===== config.mk =====
export PLATFORM = sky130hd
export DESIGN_NAME = cacheline_arbiter_flat
export DESIGN_NICKNAME = d
export VERILOG_FILES = /design/src/rtl/cacheline_arbiter_pkg.sv /design/src/rtl/cacheline_arbiter_if.sv /design/src/rtl/cacheline_arbiter.sv /design/src/flat_wrapper.sv
export SDC_FILE = /design/constraint.sdc
export NUM_CORES = 1
export LEC_CHECK = 0
export ABC_AREA = 1
export BUFFER_PORTS_ARGS = -buffer_cell sky130_fd_sc_hd__buf_2
export CAP_MARGIN = 20
export CORE_AREA = 8 8 539 541
export CTS_CLUSTER_SIZE = 10
export DETAILED_ROUTE_END_ITERATION = 8
export DIE_AREA = 0 0 547 549
export PLACE_DENSITY_LB_ADDON = 0.25
export SLEW_MARGIN = 20
export SYNTH_ARGS = -nofsm -noshare
export SYNTH_HDL_FRONTEND = slang
export SYNTH_SLANG_ARGS = --single-unit

===== constraint.sdc =====
create_clock -name clk -period 8.54 [get_ports clk]
set_clock_uncertainty 0.1 [all_clocks]
set_input_delay 0.427 -clock clk [delete_from_list [all_inputs] [get_ports clk]]
set_output_delay 0.427 -clock clk [all_outputs]
set_load 0.005 [all_outputs]

===== src/rtl/cacheline_arbiter_pkg.sv =====
// cache_arb_pkg: shared types for the cacheline arbiter.
//   arb_state_t : arbiter FSM states
//   mem_op_t    : operation captured for the adaptor on a grant
package cache_arb_pkg;

  typedef enum logic [1:0] {
    IDLE,
    GRANT_I,
    GRANT_D,
    RECOVER
  } arb_state_t;

  typedef enum logic [1:0] {
    OP_NONE,
    OP_READ,
    OP_WRITE
  } mem_op_t;

endpackage


===== src/rtl/cacheline_arbiter_if.sv =====
// cacheline_arbiter_if: bundles the I-cache, D-cache and adaptor-side
// handshake/bus signals of the cacheline arbiter.
//   slave  : arbiter view (takes requests and mem_resp/mem_rdata,
//            drives responses and the adaptor command)
//   master : environment view (caches + adaptor)
interface cacheline_arbiter_if #(
  parameter int unsigned LINE_W = 256,
  parameter int unsigned ADDR_W = 32
);
  logic [ADDR_W-1:0] i_addr;
  logic              i_read;
  logic [LINE_W-1:0] i_rdata;
  logic              i_resp;

  logic [ADDR_W-1:0] d_addr;
  logic              d_read;
  logic              d_write;
  logic [LINE_W-1:0] d_wdata;
  logic [LINE_W-1:0] d_rdata;
  logic              d_resp;

  logic [ADDR_W-1:0] mem_addr;
  logic              mem_read;
  logic              mem_write;
  logic [LINE_W-1:0] mem_wdata;
  logic [LINE_W-1:0] mem_rdata;
  logic              mem_resp;

  modport slave (
    input  i_addr, i_read, d_addr, d_read, d_write, d_wdata, mem_rdata, mem_resp,
    output i_rdata, i_resp, d_rdata, d_resp, mem_addr, mem_read, mem_write, mem_wdata
  );

  modport master (
    output i_addr, i_read, d_addr, d_read, d_write, d_wdata, mem_rdata, mem_resp,
    input  i_rdata, i_resp, d_rdata, d_resp, mem_addr, mem_read, mem_write, mem_wdata
  );
endinterface


===== src/rtl/cacheline_arbiter.sv =====
// cacheline_arbiter: shares one cacheline adaptor between the I-cache
// (read-only) and the D-cache (read/write). D has priority; I is forced
// through once D has won MAX_CONSEC times in a row while I was waiting.
// One whole-line transaction at a time, one RECOVER cycle between them.
// Ports:
//   clk   : clock, rising edge
//   reset : asynchronous active-high reset
//   bus   : cacheline_arbiter_if.slave (cache requests/responses, adaptor)
//   busy  : high whenever the FSM is not IDLE
module cacheline_arbiter
  import cache_arb_pkg::*;
#(
  parameter int unsigned LINE_W     = 256,
  parameter int unsigned ADDR_W     = 32,
  parameter int unsigned MAX_CONSEC = 4
) (
  input  logic                clk,
  input  logic                reset,
  cacheline_arbiter_if.slave  bus,
  output logic                busy
);

  localparam logic [3:0] MaxCnt = 4'(MAX_CONSEC);

  arb_state_t        state_q, state_d;
  logic [3:0]        starve_q, starve_d;
  logic [ADDR_W-1:0] addr_q, addr_d;
  mem_op_t           op_q, op_d;
  logic [LINE_W-1:0] wdata_q, wdata_d;

  logic req_i, req_d, grant_i, grant_d;
  logic resp_i, resp_d;

  // State and capture registers
  always_ff @(posedge clk or posedge reset) begin
    if (reset) begin
      state_q  <= IDLE;
      starve_q <= '0;
      addr_q   <= '0;
      op_q     <= OP_NONE;
      wdata_q  <= '0;
    end else begin
      state_q  <= state_d;
      starve_q <= starve_d;
      addr_q   <= addr_d;
      op_q     <= op_d;
      wdata_q  <= wdata_d;
    end
  end

  // Arbitration and next-state / capture logic
  always_comb begin
    req_i   = bus.i_read;
    req_d   = bus.d_read | bus.d_write;
    grant_i = (state_q == IDLE) && req_i && (!req_d || (starve_q == MaxCnt));
    grant_d = (state_q == IDLE) && req_d && !grant_i;

    state_d  = state_q;
    starve_d = starve_q;
    addr_d   = addr_q;
    op_d     = op_q;
    wdata_d  = wdata_q;

    case (state_q)
      IDLE: begin
        if (grant_i) begin
          state_d  = GRANT_I;
          addr_d   = bus.i_addr;
          op_d     = OP_READ;
          wdata_d  = '0;
          starve_d = '0;
        end else if (grant_d) begin
          state_d = GRANT_D;
          addr_d  = bus.d_addr;
          // read+write together is treated as a writeback
          op_d    = bus.d_write ? OP_WRITE : OP_READ;
          wdata_d = bus.d_wdata;
          if (!req_i)                 starve_d = '0;
          else if (starve_q < MaxCnt) starve_d = starve_q + 4'd1;
        end
      end
      GRANT_I, GRANT_D: begin
        if (bus.mem_resp) begin
          state_d = RECOVER;
          addr_d  = '0;
          op_d    = OP_NONE;
          wdata_d = '0;
        end
      end
      RECOVER: state_d = IDLE;
      default: state_d = IDLE;
    endcase
  end

  // Outputs: adaptor command from the capture registers, responses routed
  // combinationally so x_resp coincides with mem_resp.
  always_comb begin
    resp_i = bus.mem_resp && (state_q == GRANT_I);
    resp_d = bus.mem_resp && (state_q == GRANT_D);

    bus.mem_addr  = addr_q;
    bus.mem_read  = (op_q == OP_READ);
    bus.mem_write = (op_q == OP_WRITE);
    bus.mem_wdata = wdata_q;

    bus.i_resp  = resp_i;
    bus.i_rdata = resp_i ? bus.mem_rdata : '0;
    bus.d_resp  = resp_d;
    bus.d_rdata = resp_d ? bus.mem_rdata : '0;

    busy = (state_q != IDLE);
  end

endmodule


===== src/flat_wrapper.sv =====
// flat-port wrapper written by rule: the top's interface ports become plain ports
module cacheline_arbiter_flat import cache_arb_pkg::*;
#(
  parameter int unsigned LINE_W     = 256,
  parameter int unsigned ADDR_W     = 32,
  parameter int unsigned MAX_CONSEC = 4
)
  (clk, reset, busy, bus_i_addr, bus_i_read, bus_d_addr, bus_d_read, bus_d_write, bus_d_wdata, bus_mem_rdata, bus_mem_resp, bus_i_rdata, bus_i_resp, bus_d_rdata, bus_d_resp, bus_mem_addr, bus_mem_read, bus_mem_write, bus_mem_wdata);
  cacheline_arbiter_if #(.LINE_W(LINE_W), .ADDR_W(ADDR_W)) bus_i ();
  input  logic clk;
  input  logic reset;
  output logic busy;
  input wire logic [$bits(bus_i.i_addr)-1:0] bus_i_addr;
  input wire logic [$bits(bus_i.i_read)-1:0] bus_i_read;
  input wire logic [$bits(bus_i.d_addr)-1:0] bus_d_addr;
  input wire logic [$bits(bus_i.d_read)-1:0] bus_d_read;
  input wire logic [$bits(bus_i.d_write)-1:0] bus_d_write;
  input wire logic [$bits(bus_i.d_wdata)-1:0] bus_d_wdata;
  input wire logic [$bits(bus_i.mem_rdata)-1:0] bus_mem_rdata;
  input wire logic [$bits(bus_i.mem_resp)-1:0] bus_mem_resp;
  output wire logic [$bits(bus_i.i_rdata)-1:0] bus_i_rdata;
  output wire logic [$bits(bus_i.i_resp)-1:0] bus_i_resp;
  output wire logic [$bits(bus_i.d_rdata)-1:0] bus_d_rdata;
  output wire logic [$bits(bus_i.d_resp)-1:0] bus_d_resp;
  output wire logic [$bits(bus_i.mem_addr)-1:0] bus_mem_addr;
  output wire logic [$bits(bus_i.mem_read)-1:0] bus_mem_read;
  output wire logic [$bits(bus_i.mem_write)-1:0] bus_mem_write;
  output wire logic [$bits(bus_i.mem_wdata)-1:0] bus_mem_wdata;
  assign bus_i.i_addr = bus_i_addr;
  assign bus_i.i_read = bus_i_read;
  assign bus_i.d_addr = bus_d_addr;
  assign bus_i.d_read = bus_d_read;
  assign bus_i.d_write = bus_d_write;
  assign bus_i.d_wdata = bus_d_wdata;
  assign bus_i.mem_rdata = bus_mem_rdata;
  assign bus_i.mem_resp = bus_mem_resp;
  assign bus_i_rdata = bus_i.i_rdata;
  assign bus_i_resp = bus_i.i_resp;
  assign bus_d_rdata = bus_i.d_rdata;
  assign bus_d_resp = bus_i.d_resp;
  assign bus_mem_addr = bus_i.mem_addr;
  assign bus_mem_read = bus_i.mem_read;
  assign bus_mem_write = bus_i.mem_write;
  assign bus_mem_wdata = bus_i.mem_wdata;
  cacheline_arbiter #(.LINE_W(LINE_W), .ADDR_W(ADDR_W), .MAX_CONSEC(MAX_CONSEC)) u_core (.clk(clk), .reset(reset), .bus(bus_i), .busy(busy));
endmodule

; Yosys cells after proc, flatten, opt, wreduce, memory -nomap -nowiden
; Cells that the tools add are included.
; Widths: inputs -> output; s select.
[op_classes]
n_addsub = 1
magnitude_cmp = 1
n_eq_ne = 9
n_mux = 23
bitwise = 1
n_reduce_logical = 17
[op_table]
columns = cell, n
row1 = $mux 256, 5
row2 = $pmux 256 s2, 1
row3 = $mux 32, 3
row4 = $pmux 32 s2, 1
row5 = $mux 4, 4
row6 = $mux 2, 7
row7 = $eq 2x2->1 const B, 3
row8 = $logic_and 1x1->1, 6
row9 = $ne 3x1->1 const B, 2
row10 = $pmux 2 s3, 1
row11 = $reduce_and 3->1, 2
row12 = $reduce_bool 2->1, 3
row13 = $add 4x1->4 const B, 1
row14 = $eq 2x1->1 const B, 2
row15 = $eq 4x3->1 const B, 1
row16 = $lt 4x3->1 const B, 1
row17 = $pmux 2 s2, 1
row18 = $logic_not 1->1, 2
row19 = $logic_not 2->1, 1
row20 = $ne 2x2->1 const B, 1
row21 = $reduce_and 2->1, 1
row22 = $reduce_or 2->1, 1
row23 = $logic_or 1x1->1, 1
row24 = $or 1x1->1, 1
[totals]
ff_bits = 296
input_bits = 582
elab_cells = 57

; Longest topological paths before layout
[logic_depth]
depth_word = 9
ltp_mapped = 11
ltp_nobuf = 9

; Least setup slack after synthesis
; Ideal clock, no wire load.
[synth_timing]
path_kind = register to register
startpoint = reg u_core.state_q[0]
endpoint = reg u_core.wdata_q[100], in the netlist u_core.bus.mem_wdata[100]
t_arrival_ns = 1.967
required_time_ns = 8.357
path_slack_ns = 6.391
path_stages_with_launch = 12
path_buffers = 4
path_cell_list = dfrtp_1 > inv_1 > ha_1 > inv_2 > or2_2 > nand3_2 > buf_4 > buf_4 > buf_2 > buf_2 > nand2_1 > o21ai_0
[synth_between]
elab_chain_len = 7
word_cells_on_any_way = 15
classes_between = eq/ne: 4 / mux: 2 / reduce/logical: 9
[synth_rtl]
columns = item, line_no
row1 = from (decl), cacheline_arbiter.sv:25  ; arb_state_t state_q, state_d;
row2 = from (signal assigned), cacheline_arbiter.sv:43  ; state_q <= state_d;
row3 = $logic_not 2->1, "cacheline_arbiter.sv:55, cacheline_arbiter.sv:56, cacheline_arbiter.sv:64"
row4 = $logic_and 1x1->1 (2 in series), cacheline_arbiter.sv:55  ; grant_i = (state_q == IDLE) && req_i && (!req_d || (starve_q == MaxCnt));
row5 = $logic_not 1->1, cacheline_arbiter.sv:56  ; grant_d = (state_q == IDLE) && req_d && !grant_i;
row6 = $logic_and 1x1->1, cacheline_arbiter.sv:56
row7 = $ne 3x1->1 (no line), --
row8 = $reduce_and 3->1 (no line), --
row9 = to (signal assigned), cacheline_arbiter.sv:47  ; wdata_q <= wdata_d;
row10 = to (decl), cacheline_arbiter.sv:29  ; logic [LINE_W-1:0] wdata_q, wdata_d;
; Parallel ways exist; a longest one is shown, timed or not.
; A chain may end at the register's enable or synchronous reset.

; Worst setup path after layout
[layout_timing]
startpoint = reg u_core.state_q[0]
endpoint = out bus_d_rdata[253]
[layout_between]
elab_chain_len = 3
[layout_rtl]
columns = item, line_no
row1 = $eq 2x2->1, cacheline_arbiter.sv:99  ; resp_d = bus.mem_resp && (state_q == GRANT_D);
row2 = $logic_and 1x1->1, cacheline_arbiter.sv:99
row3 = $mux 256, cacheline_arbiter.sv:109  ; bus.d_rdata = resp_d ? bus.mem_rdata : '0;
row4 = to (decl), flat_wrapper.sv:23  ; output wire logic [$bits(bus_i.d_rdata)-1:0] bus_d_rdata;
; Every way passes these cells.

==> impl_metrics.ini <==
[die]
die_x_um = 547
core_area_mm2 = 0.281
floorplan.die_area_mm2 = 0.300
fp-row-count = 195
start_util_pct = 5.58
fp.dieH_um = 549
ioPinCount = 1387

[sta]
slew_headroom_pct = 26.8
worst_pin_slew_ns = 1.10
max_freq_mhz = 238
hold_viol_final = 0
layout_min_cycle_time_ns = 4.20
fin_setup_tns_ns = 0
setup_viol = 0
maxSlewViolCount = 0
finalCritPeriodShare_pct = 49.2
rsz0062_at_grt = false

[setup_path]
crit_buf_inv = 4
cp_slowest_cell = buf_4
crit_type = flip-flop to primary output
r2r_setup_slack_ns = 4.52
timing.rr.end = u_core.bus.mem_wdata[203]
path_cells = inv_1, ha_1, nand2_4, buf_12, buf_4, nor2_1, buf_2
rr_worst_depth = 8
cp_top_family = buffers and inverters
critical_path.startpoint_type = flip-flop
cp_max_fo = 142
cp.arrival_ns = 3.67
critical_path.max_stage_delay_ns = 0.74
cp.required_ns = 8.01
end_kind = primary output
rr_startpoint = u_core.state_q[0]

[synthesis]
ys_types = 18
syn-num-nets = 2874
syn_area_per_cell_um2 = 6.87
synthCells = 2285
syn_area_mm2 = 0.0157
yosys_warnings = 0
ys_seq_area_share_pct = 47.2
ys_seq_elements = 296

[finish]
finalInstanceArea_mm2 = 0.0307
final_nets = 4352
layout-drive-gt1-share_pct = 39.2
final_cells = 7641
syn2layout_area_growth_pct = 95.6

[routing]
drt_iter0_drc = 1980
via_count = 22600
routedWlPerCell_um = 28.0
wirelength_um = 214000
ant_nets = 0
remaining_drc_errors = 0
vias_per_cell = 2.96
first_pass_iters = 5

[worst_hold_path]
min_to = u_core.bus.mem_wdata[178]
min_from = bus_d_wdata[178]
min_path_cells = 3
hp-class = primary input to flip-flop

[clock_network]
cts_resized = 0
clk_path_buf_depth = 3
cts_inserted_buffers = 44
insertion_delay_ns = 0.61
cts_tree = built
post_cts_buffers = 0
cts.sinks = 296
clock-root-buffer = clkbuf_16
htreeDepth = 2
ctsHoldBuffers = 210
path_clk_slew_ns = 0.06

[global_routing]
antenna_found_initial = 145
grt_overflow = 0
grt_pass1_wl_um = 266000
grt_max_degree = 261
track_usage_pct = 13.5
grt_pass1_vias = 23500

[placement]
dp_cells = 7250
port_buffers = 1386
placed_area_mm2 = 0.0269
dp_hpwl_um = 189000
gp_congestion = 1.06

[pwr]
peakVddDrop_mv = 0.419
p_total_mw = 9.28
power.leakage_nw = 16.5
pwr_density_cell_mw_per_mm2 = 302

[job]
cap_violations = 0

[outcome]
outcome = complete, no violations
layer usage:
| layer | GRT usage, % | wire length (µm) |
|---|---|---|
| met1 | 13.3 | 71700 |
| met2 | 25.1 | 110000 |
| met3 | 5.88 | 22800 |
| met4 | 5.02 | 9900 |
| met5 | 0 | 255 |
how the worst max path moves through the flow:
stage / start / end / slack, ns / depth (start not counted)
finish: u_core.state_q[0] / bus_d_rdata[253] / 4.34 / 7
global route: u_core.state_q[0] / bus_d_rdata[13] / 4.16 / 7
CTS: u_core.state_q[0] / bus_d_rdata[160] / 4.37 / 7
detailed placement: u_core.state_q[0] / u_core.bus.mem_wdata[207] / 4.55 / 8
global placement: u_core.state_q[0] / u_core.bus.mem_wdata[224] / 4.56 / 8
floorplan: reset / u_core.bus.mem_addr[0] / 4.08 / 1
synth_stat cells:
cell type / n / area (µm²)
or2_2: 2 / 12.5
a21oi_1: 1 / 5.00
dfrtp_1: 296 / 7410
ha_1: 7 / 87.6
nand3_1: 293 / 1470
buf_2: 32 / 160
nand3_2: 1 / 10.0
nand2_1: 440 / 1650
o21ai_0: 261 / 1310
clkbuf_1: 144 / 541
buf_4: 3 / 22.5
nor2_1: 520 / 1950
clkinv_1: 1 / 3.75
nand4_1: 2 / 12.5
inv_2: 1 / 3.75
inv_1: 274 / 1030
o211ai_1: 1 / 7.51
buf_1: 6 / 22.5
tightest hold or removal path, stage by stage:
cell and delay [ns]:
buf_2 0.10, nand3_1 0.08, o21ai_0 0.08
through the flow:
step	hold slack (ns)	util [%]	setup slack (ns)
finish	0.0485	10.9	4.34
global route	0.0323	10.9	4.16
CTS	0.000953	10.8	4.37
detailed placement	0.365	9.55	4.55
global placement	0.358	9.55	4.56
floorplan	0.371	-	4.08
final cells by class:
type                    count  area [µm²]
fillers                 33300      251000
repair buffers           1617        9280
flip-flops and latches    296        7410
multi-input cells        1528        6550
well taps                3743        4680
clock buffers              61        1260
inverters                 276        1050
diodes                    101         253
clock inverters            19         221
flip-flops by register name, indices dropped and copies added (netlist names):
name	cells
u_core.starve_q	4
u_core.op_q	2
u_core.bus.mem_wdata	256
u_core.bus.mem_addr	32
u_core.state_q	2
cells in the final DEF, fill, tap and decap left out, drive strengths merged:
| cell | count |
|---|---|
| buf | 1407 |
| a21oi | 1 |
| dlygate4sd3 | 210 |
| o211ai | 1 |
| nand4 | 2 |
| clkinvlp | 4 |
| nor2 | 520 |
| bufinv | 3 |
| or2 | 2 |
| clkbuf | 61 |
| dfrtp | 296 |
| nand2 | 440 |
| ha | 7 |
| diode | 101 |
| clkinv | 13 |
| inv | 275 |
| nand3 | 294 |
| o21ai | 261 |
cells by family (layout without fill, tap and decap cells):
logic type,Yosys count,after routing,share of synthesized area [%]
adders and majority gates,7,7,0.558
AOI/OAI and AO/OA,263,263,8.40
other,0,101,0
buffers and inverters,461,1973,11.3
and+or+nand+nor,1258,1258,32.5
DFF,296,296,47.2
report_power, final:
group	switching (mW)	internal, mW	leakage [nW]	total, mW
combinational	3.70	1.42	12.0	5.12
sequential	0.306	1.95	3.86	2.26
clock	0.774	1.13	0.728	1.90
(Power assumes the default switching activity.)
